**config.mk**
```make
export PLATFORM = sky130hd
export DESIGN_NAME = lock_sequencer
export DESIGN_NICKNAME = d
export VERILOG_FILES = /design/src/rtl/lock_pkg.sv /design/src/rtl/lock_timer.sv /design/src/rtl/lock_sequencer.sv
export SDC_FILE = /design/constraint.sdc
export NUM_CORES = 1
export LEC_CHECK = 0
export ABC_AREA = 0
export CAP_MARGIN = 40
export CELL_PAD_IN_SITES_DETAIL_PLACEMENT = 0
export CELL_PAD_IN_SITES_GLOBAL_PLACEMENT = 1
export CORE_MARGIN = 5
export CORE_UTILIZATION = 52
export DETAILED_ROUTE_END_ITERATION = 10
export HOLD_SLACK_MARGIN = 0.1
export PLACE_DENSITY = 0.95
export SLEW_MARGIN = 20
export SYNTH_ARGS = -nofsm -noshare
export SYNTH_HDL_FRONTEND = slang
export SYNTH_SLANG_ARGS = --single-unit
```
**constraint.sdc**
```tcl
create_clock -name clk -period 6 [get_ports clk]
set_clock_uncertainty 0.05 [all_clocks]
set_input_delay 0.9 -clock clk [delete_from_list [all_inputs] [get_ports clk]]
set_output_delay 0.9 -clock clk [all_outputs]
set_load 0.005 [all_outputs]
```
**src/rtl/lock_pkg.sv**
```systemverilog
// Shared types and constants for the passcode lock controller.
package lock_pkg;

  typedef enum logic [2:0] {
    ST_LOCKED,
    ST_CHECK,
    ST_UNLOCKED,
    ST_WRONG,
    ST_LOCKOUT
  } state_t;

  localparam logic [3:0] KEY_CLEAR = 4'hE;
  localparam logic [3:0] KEY_ENTER = 4'hF;

  localparam logic [3:0] PS_LOCKED   = 4'b0001;
  localparam logic [3:0] PS_UNLOCKED = 4'b0010;
  localparam logic [3:0] PS_WRONG    = 4'b0100;
  localparam logic [3:0] PS_LOCKOUT  = 4'b1000;

  // CHECK has no status of its own; it keeps showing LOCKED.
  function automatic logic [3:0] status_of(input state_t s);
    case (s)
      ST_UNLOCKED: return PS_UNLOCKED;
      ST_WRONG:    return PS_WRONG;
      ST_LOCKOUT:  return PS_LOCKOUT;
      default:     return PS_LOCKED;
    endcase
  endfunction

endpackage

```
**src/rtl/lock_timer.sv**
```systemverilog
// Saturating up-counter used for both WRONG and LOCKOUT hold times.
// expired is raised in the last cycle of the hold, so the owner leaves
// exactly `limit` clocks after the cycle in which start was seen.
module lock_timer #(
  parameter int WIDTH = 29
) (
  input  logic             clk,
  input  logic             reset_n,
  input  logic             start,
  input  logic [WIDTH-1:0] limit,
  output logic             expired
);

  logic [WIDTH-1:0] count;

  // Restart from zero on start, otherwise count up and stick at all-ones.
  always_ff @(posedge clk or negedge reset_n) begin
    if (!reset_n) begin
      count <= '0;
    end else if (start) begin
      count <= '0;
    end else if (count != '1) begin
      count <= count + WIDTH'(1);
    end
  end

  // Terminal count reached once the count sits at limit-1.
  always_comb begin
    expired = (count >= (limit - WIDTH'(1)));
  end

endmodule

```
**src/rtl/lock_sequencer.sv**
```systemverilog
// Passcode entry controller: buffers keypad digits, checks them on Enter,
// counts consecutive failures and holds WRONG / LOCKOUT for fixed times.
module lock_sequencer
  import lock_pkg::*;
#(
  parameter int                    CODE_LEN       = 4,
  parameter logic [4*CODE_LEN-1:0] PASSCODE       = 16'h1234,
  parameter int                    MAX_FAIL       = 3,
  parameter int                    ERR_CYCLES     = 100_000_000,
  parameter int                    LOCKOUT_CYCLES = 500_000_000
) (
  input  logic       clk,
  input  logic       reset_n,
  input  logic       key_valid,
  input  logic [3:0] key_code,
  input  logic       lock_button,
  output logic [3:0] pass_signal,
  output logic [2:0] press_count
);

  localparam int BW = 4 * CODE_LEN;
  localparam int TW = $clog2(LOCKOUT_CYCLES + 1);
  localparam int FW = $clog2(MAX_FAIL + 1);
  localparam logic [2:0]    FULL_COUNT = 3'(CODE_LEN);
  localparam logic [FW-1:0] FAIL_LIMIT = FW'(MAX_FAIL);
  localparam logic [TW-1:0] ERR_LIMIT  = TW'(ERR_CYCLES);
  localparam logic [TW-1:0] LOCK_LIMIT = TW'(LOCKOUT_CYCLES);

  state_t          state, state_next;
  logic [BW-1:0]   buffer, buffer_next;
  logic [2:0]      count_next;
  logic [FW-1:0]   fail_count, fail_next, fail_inc;
  logic            button_q;
  logic            button_rise;
  logic            key_is_digit;
  logic            timer_start;
  logic            timer_expired;
  logic [TW-1:0]   timer_limit;

  lock_timer #(
    .WIDTH(TW)
  ) u_timer (
    .clk     (clk),
    .reset_n (reset_n),
    .start   (timer_start),
    .limit   (timer_limit),
    .expired (timer_expired)
  );

  // State, digit buffer, fail counter, button history and status register.
  always_ff @(posedge clk or negedge reset_n) begin
    if (!reset_n) begin
      state       <= ST_LOCKED;
      buffer      <= '0;
      press_count <= '0;
      fail_count  <= '0;
      button_q    <= 1'b0;
      pass_signal <= PS_LOCKED;
    end else begin
      state       <= state_next;
      buffer      <= buffer_next;
      press_count <= count_next;
      fail_count  <= fail_next;
      button_q    <= lock_button;
      pass_signal <= status_of(state_next);
    end
  end

  // Next-state, buffer and fail-count decisions; the button beats any key.
  always_comb begin
    state_next   = state;
    buffer_next  = buffer;
    count_next   = press_count;
    fail_next    = fail_count;
    fail_inc     = fail_count + FW'(1);
    button_rise  = lock_button & ~button_q;
    key_is_digit = (key_code <= 4'd9);
    timer_start  = (state == ST_CHECK);
    timer_limit  = (state == ST_LOCKOUT) ? LOCK_LIMIT : ERR_LIMIT;

    case (state)
      ST_LOCKED: begin
        if (button_rise) begin
          buffer_next = '0;
          count_next  = '0;
        end else if (key_valid) begin
          if (key_is_digit) begin
            if (press_count < FULL_COUNT) begin
              buffer_next = (buffer << 4) | BW'(key_code);
              count_next  = press_count + 3'd1;
            end
          end else if (key_code == KEY_CLEAR) begin
            buffer_next = '0;
            count_next  = '0;
          end else if (key_code == KEY_ENTER) begin
            state_next = ST_CHECK;
          end
        end
      end

      ST_CHECK: begin
        buffer_next = '0;
        count_next  = '0;
        if ((press_count == FULL_COUNT) && (buffer == PASSCODE)) begin
          state_next = ST_UNLOCKED;
          fail_next  = '0;
        end else if (fail_inc == FAIL_LIMIT) begin
          state_next = ST_LOCKOUT;
          fail_next  = '0;
        end else begin
          state_next = ST_WRONG;
          fail_next  = fail_inc;
        end
      end

      ST_UNLOCKED: begin
        if (button_rise || (key_valid && (key_code == KEY_ENTER))) begin
          state_next = ST_LOCKED;
        end
      end

      ST_WRONG, ST_LOCKOUT: begin
        if (timer_expired) begin
          state_next = ST_LOCKED;
        end
      end

      default: begin
        state_next = ST_LOCKED;
      end
    endcase
  end

endmodule

```
# [Word level (Yosys, flattened, before mapping)]
# Cells that the tools add are included.
[classes] addsub=4 mul=0 n_div=0 n_lt_le_gt_ge=3 eq_ne=16 shift=0 muxes=28 bitwise_logic=3 reduce_logical=8
[ops] cell="29-bit 2-to-1 mux" count=3
[ops] cell="16-bit 2-to-1 mux" count=5
[ops] cell="3-bit 2-to-1 mux" count=14
[ops] cell="16-bit case mux with 2 select lines" count=1
[ops] cell="29-bit by 1-bit adder with 29-bit output, second input constant" count=1
[ops] cell="29-bit greater-or-equal comparator" count=1
[ops] cell="29-bit != test, second input constant" count=1
[ops] cell="29-bit by 1-bit subtractor with 29-bit output, second input constant" count=1
[ops] cell="16-bit by 13-bit == test with 1-bit output, second input constant" count=1
[ops] cell="16-bit by 4-bit OR with 16-bit output" count=1
[ops] cell="3-bit by 2-bit == test with 1-bit output, second input constant" count=4
[ops] cell="3-bit case mux with 4 select lines" count=1
[ops] cell="4-bit case mux with 3 select lines" count=1
[ops] cell="3-bit == test, second input constant" count=3
[ops] cell="4-bit == test, second input constant" count=2
[ops] cell="4-bit != test, second input constant" count=2
[ops] cell="3-bit case mux with 2 select lines" count=1
[ops] cell="4-bit less-or-equal comparator, second input constant" count=1
[ops] cell="2-bit 2-to-1 mux" count=2
[ops] cell="4-bit AND reduction" count=1
[ops] cell="2-bit nonzero test" count=2
[ops] cell="3-bit by 1-bit adder with 3-bit output, second input constant" count=1
[ops] cell="3-bit by 1-bit == test with 1-bit output, second input constant" count=1
[ops] cell="3-bit zero test" count=1
[ops] cell="9 further kinds" count=10
[word_totals] regBits=58 latchBits=0 mem_bits_rw=0 romBits=0 inputBits=8 output_inout_bits=7 wordCells=69 n_memories=0

# [Depth between registers and ports, before layout]
# Gate-level depths: netlist of run 1.
[logic_depth] depth_word=9 depth_mapped=9 depth_no_buf=9

# [Cells and area by module]
# A second synthesis of run 1 with hierarchy kept.
[unflattened] hier_cells=442 area_unflattened_um2=4180.3
[modules_own_cells] module="lock_timer" n_inst=1 cells_per_inst=305 area_each_um2=2650.0 seq_area_each_um2=725.7
[modules_own_cells] module="lock_sequencer" n_inst=1 cells_per_inst=137 area_each_um2=1530.2 seq_area_each_um2=726.9

# [Worst setup path before layout of run 1]
# No wires, ideal clock.
[synth_timing] path_kind="input-to-reg" start="in key_code[1]" end="reg buffer[0]" setup_time_ns=0.065 arrival_ns=2.125 required_ns=5.885 path_slack_ns=3.759 stages=7 path_buffers=2 path_cell_list="o21a_1 > o22ai_1 > and2_1 > and3b_1 > clkbuf_1 > buf_2 > a22o_1"
[synth_via] elab_chain_len=5 elab_cells_between_ends=9 classes_between="order compare (1); eq/ne (3); mux (4); reduce/logical (1)"
[synth_lines] item="from (decl)" line_no="lock_sequencer.sv:15" rtl="input logic [3:0] key_code,"
[synth_lines] item="4-bit less-or-equal comparator" line_no="lock_sequencer.sv:77" rtl="key_is_digit = (key_code <= 4'd9);"
[synth_lines] item="16-bit 2-to-1 mux" line_no="lock_sequencer.sv:87" rtl="if (key_is_digit) begin"
[synth_lines] item="16-bit 2-to-1 mux" line_no="lock_sequencer.sv:86" rtl="end else if (key_valid) begin"
[synth_lines] item="16-bit 2-to-1 mux" line_no="lock_sequencer.sv:83" rtl="if (button_rise) begin"
[synth_lines] item="16-bit case mux with 2 select lines" line_no="lock_sequencer.sv:81" rtl="case (state)"
[synth_lines] item="to (signal assigned)" line_no="lock_sequencer.sv:61" rtl="buffer <= buffer_next;"
[synth_lines] item="to (decl)" line_no="lock_sequencer.sv:30" rtl="logic [BW-1:0] buffer, buffer_next;"
# Several ways; a longest one is shown, not always the timed one. The select of a mux whose other input is x is not followed.
# A chain may end at the register's enable or synchronous reset.

# [Worst setup path in the final report of run 1]
[layout_timing] start="in key_code[1]" end="reg press_count[0]"
[layout_via] elab_chain_len=5 elab_cells_between_ends=9 classes_between="order compare (1); eq/ne (3); mux (4); reduce/logical (1)"
[layout_lines] item="4-bit less-or-equal comparator" line_no="lock_sequencer.sv:77"
[layout_lines] item="3-bit 2-to-1 mux" line_no="lock_sequencer.sv:87"
[layout_lines] item="3-bit 2-to-1 mux" line_no="lock_sequencer.sv:86"
[layout_lines] item="3-bit 2-to-1 mux" line_no="lock_sequencer.sv:83"
[layout_lines] item="3-bit case mux with 2 select lines" line_no="lock_sequencer.sv:81"
[layout_lines] item="to (signal assigned)" line_no="lock_sequencer.sv:62" rtl="press_count <= count_next;"
[layout_lines] item="to (decl)" line_no="lock_sequencer.sv:18" rtl="output logic [2:0] press_count"
# Several ways; a longest one is shown, not always the timed one. The select of a mux whose other input is x is not followed.

==> results of run 1 <==
==> metrics by stage <==
step / utilization [%] / setup slack, ps / area [µm²] / hold slack [ps] / std cells
finish: 60.5 / 3390 / 3600 / 410 / 408
CTS: 60.3 / 3430 / 3590 / 411 / 407
global placement: 56.9 / 2860 / 3390 / 392 / 389
floorplan: - / 3760 / 3220 / 384 / 309
detailed placement: 57.2 / 3060 / 3410 / 404 / 391
global route: 60.5 / 3260 / 3600 / 434 / 408
==> final cells by class <==
cell class              instances  area share [%]
clock inverters                 2           0.347
flip-flops and latches         58            40.3
inverters                       8           0.833
well taps                      75            2.60
repair buffers                 18            4.79
clock buffers                  14            4.79
multi-input cells             233            46.3
==> cells in the final DEF (no fill, tap or decap), drive strengths merged, types with 3 or more instances in the layout <==
master         netlist  layout
clkdlybuf4s50        0      13
nand3               17      17
dfrtp               57      57
a211oi               5       5
nor3                10      10
nand2b               9       9
nand4               13      13
clkbuf               3      14
inv                  8       8
nor2                29      29
nor4                 3       3
ha                  10      10
mux2i                8       8
a22o                16      16
o22ai                3       3
o21ai                7       7
or4                  3       3
nor2b                3       3
and4                 4       4
and2                 3       3
buf                  7       5
nor4b                4       4
xnor2               13      13
o211ai               5       5
nand2               26      26
a21oi               12      12
and3                 5       5
==> sequential cells by signal, summed over array words and instances, names as in the netlist <==
register       cells
buffer            16
button_q           1
fail_count         2
pass_signal        4
press_count        3
state              3
u_timer.count     29
==> kinds of logic after synthesis <==
logic type,after synthesis,synth area share [%]
muxes,9,2.84
AOI/OAI and AO/OA,64,14.9
buffers and inverters,18,2.92
adders and majority gates,10,3.89
and+or+nand+nor,135,26.2
xor gates and xnor gates,15,4.09
DFF,58,45.2
==> power breakdown <==
part,switching (mW),total [mW],internal (mW)
Sequential,0.000155,0.392,0.391
Clock,0.155,0.338,0.183
Combinational,0.0108,0.0164,0.00560
Total,0.166,0.746,0.580
==> metal layers <==
layer,vias to the layer above,wire (µm),GRT usage (%)
met5,-,0,0
met4,0,73,6.59
met3,6,325,5.68
met2,46,3230,31.4
met1,1217,3110,25.5
li1,1192,-,-
==> how the worst min path moves through the flow <==
stage,startpoint,to,slack [ps],cells past startpoint
5_1_grt,fail_count[1]$_DFFE_PN0P_,fail_count[0]$_DFFE_PN0P_,430,1
3_5_place_dp,fail_count[1]$_DFFE_PN0P_,fail_count[0]$_DFFE_PN0P_,400,1
3_3_place_gp,fail_count[1]$_DFFE_PN0P_,fail_count[0]$_DFFE_PN0P_,390,1
6_report,fail_count[1]$_DFFE_PN0P_,fail_count[0]$_DFFE_PN0P_,410,1
2_1_floorplan,fail_count[1]$_DFFE_PN0P_,fail_count[0]$_DFFE_PN0P_,380,1
4_1_cts,fail_count[1]$_DFFE_PN0P_,fail_count[0]$_DFFE_PN0P_,410,1
==> critical path: cells and delay by family <==
family,cells,cell delay [ps]
AOI/OAI and AO/OA,3,780
and+or+nand+nor,1,210
buffers and inverters,2,800
muxes,1,160
==> results.yml, run 1 <==
synthesis:
  synth_fp_nets: 327
  synth_edf_count: 0
  yosysTopAreaCell: "dfrtp_1"
  synth_seq_cells: 58
  async_flop_share_pct: 100
  seq_area_frac_synth_pct: 45.2
  synth.most_common_cell: "dfrtp_1"
  synth_area_leaders: "dfrtp_1, a22o_1, ha_1"
  yosys-top-cells-count: "dfrtp_1, nor2_1, nand2_1, a22o_1, nand3_1"
  synthDistinctLibCells: 65
  syn_area_um2: 3220
  syn_inst: 309
  yosys_warnings: 0
  netlist.area_leader.share_pct: 44.4
  syn_avg_cell_area_um2: 10.4
  synth_ff_type: "dfrtp_1"
grt:
  grt-ovfl-total: 0
  grt_pass1_wl_um: 11800
  grt_pass1_vias: 2471
  antenna_found_initial: 0
  grt_max_degree: 59
  grt_util_all_layers_pct: 19.6
critical_path:
  startpoint_type: "input pin"
  worst-path-max-fanout: 10
  rr_endpoint: "state[1]$_DFF_PN0_"
  worstSetupEndpointType: "flop"
  cp-endpoint: "press_count[0]$_DFFE_PN0P_"
  reg2reg_depth: 9
  r2r_slack_ps: 3640
  path_cells: "clkdlybuf4s50_1 -> o21a_1 -> o22ai_1 -> and2_1 -> o31ai_2 -> buf_4 -> mux2_2"
  path_class: "input pin to flop"
  cp_slowest_stage_delay_ps: 520
  cp_slowest_cell: "clkdlybuf4s50_1"
  r2r-start: "state[0]$_DFF_PN0_"
  cp-startpoint: "key_code[1]"
  crit_arrival_ps: 2850
  required_ps: 6240
sta:
  fin_setup_tns_ps: 0
  worst_slew_pin_slew_ps: 731
  maxSlewViolCount: 0
  rsz0062_at_grt: "false"
  final.min_clock_period_ps: 2610
  fmax_mhz: 383
  slew-limit-headroom_pct: 51.2
  hold_viol: 0
  fin_crit_sh_pct: 43.5
  setup_viol: 0
floorplanning:
  rows: 28
  die_w_um: 88.6
  die_area_um2: 7860
  coreArea_um2: 5960
  io_pins: 15
  start_util_pct: 54.0
  die_y_um: 88.6
clock_tree:
  cts_resized: 0
  cts.clk_slew.worst_paths_ps: 70
  cts_setup_buffers: 0
  cts_htree_levels: 3
  cts-hold-fix-buffers: 0
  root_buffer: "clkbuf_8"
  cts.sinks: 58
  clock_path_buffers: 2
  cts_buffers: 9
  insertion_delay_ps: 350
  cts_tree: "yes"
detailed_routing:
  ant_nets: 0
  drc: 0
  vias: 2461
  drtIter0Drc: 89
  drt_pass1_iterations: 4
  routed_wl_um: 6740
  viasPerCell: 6.03
  routedWlPerCell_um: 16.5
finish:
  drive_gt1_share_pct: 13.5
  fillerInstances: 518
  ff_latch_area_um2: 1450
  final_nets: 346
  antennaDiodeCount: 0
  multi_input_area_um2: 1670
  syn_to_final_growth_pct: 12.1
placement:
  dp_hpwl_um: 4610
  port_buffers: 14
  gp_congestion: 0.828
power:
  ir_drop_mv: 0.181
  p_total_mw: 0.746
  p_leak_nw: 1.67
  powerDensity_nw_per_um2: 207
hold_path:
  hold_path.class: "flop to flop"
flow_run:
  maxCapViolations: 0
status:
  run_status: "finished clean"
(Power assumes the default switching activity.)
==> inputs of run 2 (changes only) <==
--- a/config.mk
+++ b/config.mk
@@ -10,10 +10,10 @@
 export CELL_PAD_IN_SITES_DETAIL_PLACEMENT = 0
 export CELL_PAD_IN_SITES_GLOBAL_PLACEMENT = 1
 export CORE_MARGIN = 5
-export CORE_UTILIZATION = 52
+export CORE_UTILIZATION = 43
 export DETAILED_ROUTE_END_ITERATION = 10
 export HOLD_SLACK_MARGIN = 0.1
-export PLACE_DENSITY = 0.95
+export PLACE_DENSITY = 0.86
 export SLEW_MARGIN = 20
 export SYNTH_ARGS = -nofsm -noshare
 export SYNTH_HDL_FRONTEND = slang
==> constraint.sdc (replaced) <==
create_clock -name clk -period 2.2 [get_ports clk]
set_clock_uncertainty 0.05 [all_clocks]
set_input_delay 0.33 -clock clk [delete_from_list [all_inputs] [get_ports clk]]
set_output_delay 0.33 -clock clk [all_outputs]
set_load 0.005 [all_outputs]
==> run 2 against run 1 <==
Worst setup slack got worse by 3300 ps. Via count rose by 1.5%. Cell area rose by 6.8%. Total power rose to 3.2 times the previous value. Utilization decreased by 7.5 points. Clock power rose to 3.7 times the previous value. Critical path depth up 2. Critical path type is now flop to flop.
==> results.yml, run 2 (same netlist as run 1, synthesis figures left out) <==
finish:
  reg.largest.list: "u_timer.count (29), buffer (16), pass_signal (4)"
  largest_register_ffs: 29
  layout_common_cells: "dfrtp_1, nor2_1, nand2_1"
  final_area_um2: 3850
  mostFrequentLayoutCell: "dfrtp_1"
  drive_gt1_share_pct: 18.7
  final_nets: 361
  largest_register: "u_timer.count"
  syn_to_final_growth_pct: 19.6
  antennaDiodeCount: 0
power:
  p_leak_nw: 1.78
  p_int_mw: 1.85
  p_sw_mw: 0.506
  seqPwrFrac_pct: 45.4
  p_sw_share_pct: 21.5
  combPwrFrac_pct: 2.1
  ir_drop_mv: 0.481
  clockPowerShare_pct: 52.6
  powerDensity_nw_per_um2: 612
sta:
  fin_crit_sh_pct: 94.2
  fmax_mhz: 482
  slew-limit-headroom_pct: 60.6
  setup_viol: 0
  worst_slew_pin_slew_ps: 591
  maxSlewViolCount: 0
  final.min_clock_period_ps: 2070
  fin_setup_tns_ps: 0
  rsz0062_at_grt: "false"
  hold_viol: 0
  setup_ws_ps: 127
critical_path:
  required_ps: 2430
  crit_arrival_ps: 2310
  worst-path-max-fanout: 5
  path_class: "flop to flop"
  r2r_slack_ps: 130
  r2r-start: "state[1]$_DFF_PN0_"
  worstSetupEndpointType: "flop"
  reg2reg_depth: 9
  rr_endpoint: "pass_signal[0]$_DFF_PN1_"
  startpoint_type: "flop"
detailed_routing:
  routed_wl_um: 7160
  drc: 0
  viasPerCell: 5.59
  ant_nets: 0
  drt_pass1_iterations: 4
  vias: 2498
  routedWlPerCell_um: 16.0
  drtIter0Drc: 65
floorplanning:
  io_pins: 15
  die_area_um2: 9310
  die_y_um: 96.5
  die_w_um: 96.5
  rows: 31
  coreArea_um2: 7250
  start_util_pct: 44.3
status:
  run_status: "finished clean"
flow_run:
  maxCapViolations: 0
grt:
  grt_max_degree: 41
  antenna_found_initial: 0
  grt-ovfl-total: 0
  grt_util_all_layers_pct: 17.8
  grt_pass1_wl_um: 12800
  grt_pass1_vias: 2690
clock_tree:
  cts_htree_levels: 3
  cts_buffers: 9
  clock_path_buffers: 2
  root_buffer: "clkbuf_8"
  cts.sinks: 58
  cts.clk_slew.worst_paths_ps: 80
  insertion_delay_ps: 340
  cts_tree: "yes"
placement:
  gp_congestion: 0.818
  port_buffers: 14
  pre_cts_slack_ps: -147
  placed_area_um2: 3560
  dp_hpwl_um: 5020
hold_path:
  hold_path.class: "input pin to asynchronous set/reset pin"
==> run 2: worst max path at each step <==
| stage | from | endpoint |
|---|---|---|
| floorplan | state[0]$_DFF_PN0_ | pass_signal[2]$_DFF_PN0_ |
| global placement | state[1]$_DFF_PN0_ | pass_signal[3]$_DFF_PN0_ |
| detailed placement | state[1]$_DFF_PN0_ | state[1]$_DFF_PN0_ |
| CTS | state[1]$_DFF_PN0_ | state[1]$_DFF_PN0_ |
| global route | state[1]$_DFF_PN0_ | press_count[0]$_DFFE_PN0P_ |
| finish | state[1]$_DFF_PN0_ | pass_signal[0]$_DFF_PN1_ |
==> run 2: layer usage <==
layer	wire length (µm)	vias up	GRT usage (%)
met3	311	14	4.88
met5	0	-	0
met2	3310	53	28.7
met1	3410	1214	22.8
met4	130	0	6.43
li1	-	1217	-
==> run 2: worst max-delay path, stage by stage, from the launching register on <==
cell and delay [ps]:
dfrtp_1 390, nor2_1 130, nand2_2 120, ha_1 330, inv_1 70, a2111oi_4 290, buf_4 170, o211ai_1 90
nand4_1 190, o211a_1 180
==> run 2: power by group through the flow <==
stage          Combinational [mW]  Clock [mW]  Sequential [mW]
3_3_place_gp               0.0488           0             1.09
2_1_floorplan             0.00740           0             1.09
6_report                   0.0487        1.24             1.07
5_1_grt                    0.0568        1.32             1.07
4_1_cts                    0.0508        1.26             1.07
3_5_place_dp               0.0492           0             1.09
==> run 2: final cells by class <==
type,count,area (µm²)
fillers,658,3410
flip-flops and latches,58,1450
clock buffers,9,124
clock inverters,7,124
multi-input cells,233,1700
inverters,8,30.0
well taps,99,124
repair buffers,33,293
==> run 2: through the flow <==
step	power, mW	hold slack, ps	instances	utilization (%)
6_report	2.35	401	447	53.0
5_1_grt	2.44	436	447	53.0
4_1_cts	2.38	410	447	52.8
3_5_place_dp	1.14	253	430	49.1
3_3_place_gp	1.14	247	430	49.1
2_1_floorplan	1.10	-15.6	309	-
==> run 2: what timing repair did <==
action                                  in CTS  in global routing
gates resized for setup                      3                  3
cloned                                       0                  0
endpoints found under the hold margin       18                  0
hold buffers                                 1                  0
pin swaps                                    0                  1
endpoints found under the setup margin       6                  7
buffers inserted                             0                  0
==> inputs of run 3 (changes only) <==
--- a/config.mk
+++ b/config.mk
@@ -12,6 +12,7 @@
 export CORE_MARGIN = 5
 export CORE_UTILIZATION = 43
 export DETAILED_ROUTE_END_ITERATION = 10
+export GPL_TIMING_DRIVEN = 0
 export HOLD_SLACK_MARGIN = 0.1
 export PLACE_DENSITY = 0.86
 export SLEW_MARGIN = 20
==> run 3 against run 2 <==
Global-route usage decreased by 0.66 points. Combinational power increased by 1%. Routed wire length about the same. Total power increased by 4.0%. Fmax increased by 0.22%. Critical path type unchanged. Largest cell class unchanged.
==> results.yml, run 3 (same netlist as run 1, synthesis figures left out) <==
clock_tree:
  insertion_delay_ps: 340
  cts_tree: "yes"
  clock_path_buffers: 2
  cts_buffers: 9
  cts.clk_slew.worst_paths_ps: 70
  cts.sinks: 58
  cts_htree_levels: 3
  root_buffer: "clkbuf_8"
critical_path:
  cp_top_family: "simple AND/OR/NAND/NOR gates"
  rr_endpoint: "u_timer.count[27]$_DFFE_PN0P_"
  r2r-start: "u_timer.count[21]$_DFFE_PN0P_"
  worstPathBufferInverterCount: 0
  path_depth: 5
  worst-path-max-fanout: 7
  cp_slowest_cell: "nor4_4"
  startpoint_type: "flop"
  path_class: "flop to flop"
  cp-startpoint: "u_timer.count[21]$_DFFE_PN0P_"
  worstSetupEndpointType: "flop"
  r2r_slack_ps: 130
  required_ps: 2420
  reg2reg_depth: 5
  cp_slowest_stage_delay_ps: 540
  path_cells: "nand4_1 -> nor4_4 -> a21oi_1 -> nand3_1 -> mux2i_1"
  crit_arrival_ps: 2290
grt:
  grt_pass1_wl_um: 12100
  grt_util_all_layers_pct: 17.1
  grt-ovfl-total: 0
  grt_pass1_vias: 2512
  antenna_found_initial: 0
  grt_max_degree: 41
finish:
  layout_common_cells: "dfrtp_1, nor2_1, nand2_1"
  antennaDiodeCount: 0
  reg.largest.list: "u_timer.count (29), buffer (16), pass_signal (4)"
  final_nets: 355
  final_area_um2: 3810
  drive_gt1_share_pct: 17.3
  multi_input_area_um2: 1700
  ff_latch_area_um2: 1460
  fillerInstances: 660
  largest_register: "u_timer.count"
  syn_to_final_growth_pct: 18.6
  largest_register_ffs: 29
  mostFrequentLayoutCell: "dfrtp_1"
placement:
  placed_area_um2: 3500
  port_buffers: 14
  dp_hpwl_um: 4970
  gp_congestion: 0.847
power:
  seqPwrFrac_pct: 43.6
  clockPowerShare_pct: 54.4
  p_int_mw: 1.98
  p_sw_mw: 0.464
  combPwrFrac_pct: 2.0
  powerDensity_nw_per_um2: 642
  p_leak_nw: 1.75
  p_sw_share_pct: 18.9
  ir_drop_mv: 0.327
floorplanning:
  coreArea_um2: 7250
  io_pins: 15
  die_w_um: 96.5
  die_area_um2: 9310
  die_y_um: 96.5
  rows: 31
  start_util_pct: 44.3
detailed_routing:
  drt_pass1_iterations: 4
  drtIter0Drc: 130
  routedWlPerCell_um: 16.2
  viasPerCell: 5.65
  vias: 2493
  drc: 0
  routed_wl_um: 7150
  ant_nets: 0
sta:
  setup_viol: 0
  slew-limit-headroom_pct: 60.4
  rsz0062_at_grt: "true"
  final.min_clock_period_ps: 2070
  fmax_mhz: 484
  fin_crit_sh_pct: 94.0
  hold_viol: 0
  maxSlewViolCount: 0
  fin_setup_tns_ps: 0
  worst_slew_pin_slew_ps: 589
status:
  run_status: "finished clean"
hold_path:
  hold_path.class: "input pin to asynchronous set/reset pin"
flow_run:
  maxCapViolations: 0
-- run 3: layer usage --
layer  vias up  wire length [µm]  part of all wire (%)  track usage [%]
met5         -                 0                     0                0
met4         0               110                   1.5             7.71
met3        12               345                   4.8             4.03
met2        51              3220                    45             26.6
met1      1227              3470                    49             22.7
li1       1203                 -                     -                -
-- run 3: repair_timing --
item | 4_1_cts | 5_1_grt
hold buffers | 1 | 0
buffers inserted | 0 | 1
resized for setup | 4 | 5
hold endpoints to repair | 18 | 0
pin swaps | 0 | 3
endpoints found under the setup margin | 6 | 6
-- run 3: stage by stage --
stage / setup WS [ps] / instances / util (%) / hold WS [ps] / power (mW)
after global placement: -1090 / 422 / 48.0 / 392 / 1.13
after detailed placement: -204 / 423 / 48.2 / 174 / 1.14
after global routing: -2.31 / 441 / 52.6 / 366 / 2.53
after CTS: 63.0 / 440 / 52.2 / 343 / 2.47
final: 132 / 441 / 52.6 / 347 / 2.45
after floorplan: 293 / 309 / - / -15.6 / 1.10
-- run 3: power groups by stage --
| stage | Combinational (mW) | Sequential (mW) | Clock [mW] |
|---|---|---|---|
| floorplan | 0.00740 | 1.09 | 0 |
| detailed placement | 0.0501 | 1.09 | 0 |
| CTS | 0.0519 | 1.07 | 1.35 |
| global route | 0.0567 | 1.07 | 1.41 |
| finish | 0.0494 | 1.07 | 1.33 |
| global placement | 0.0456 | 1.09 | 0 |
-- run 3: area by class of cell --
| type | instances | area share (%) |
|---|---|---|
| plain buffers | 10 | 1.67 |
| clock buffers | 11 | 3.71 |
| clock inverters | 5 | 3.28 |
| inverters | 8 | 0.788 |
| multi-input cells | 233 | 44.5 |
| flip-flops and latches | 58 | 38.2 |
| well taps | 99 | 3.25 |
| repair buffers | 17 | 4.59 |
-- run 3: how the worst max path moves through the flow --
stage                                    endpoint  slack (ps)
floorplan                pass_signal[2]$_DFF_PN0_         290
finish              u_timer.count[27]$_DFFE_PN0P_         130
global placement     u_timer.count[0]$_DFFE_PN0P_       -1090
global route                   state[0]$_DFF_PN0_          -2
detailed placement          buffer[5]$_DFFE_PN0P_        -200
CTS                            state[0]$_DFF_PN0_          60
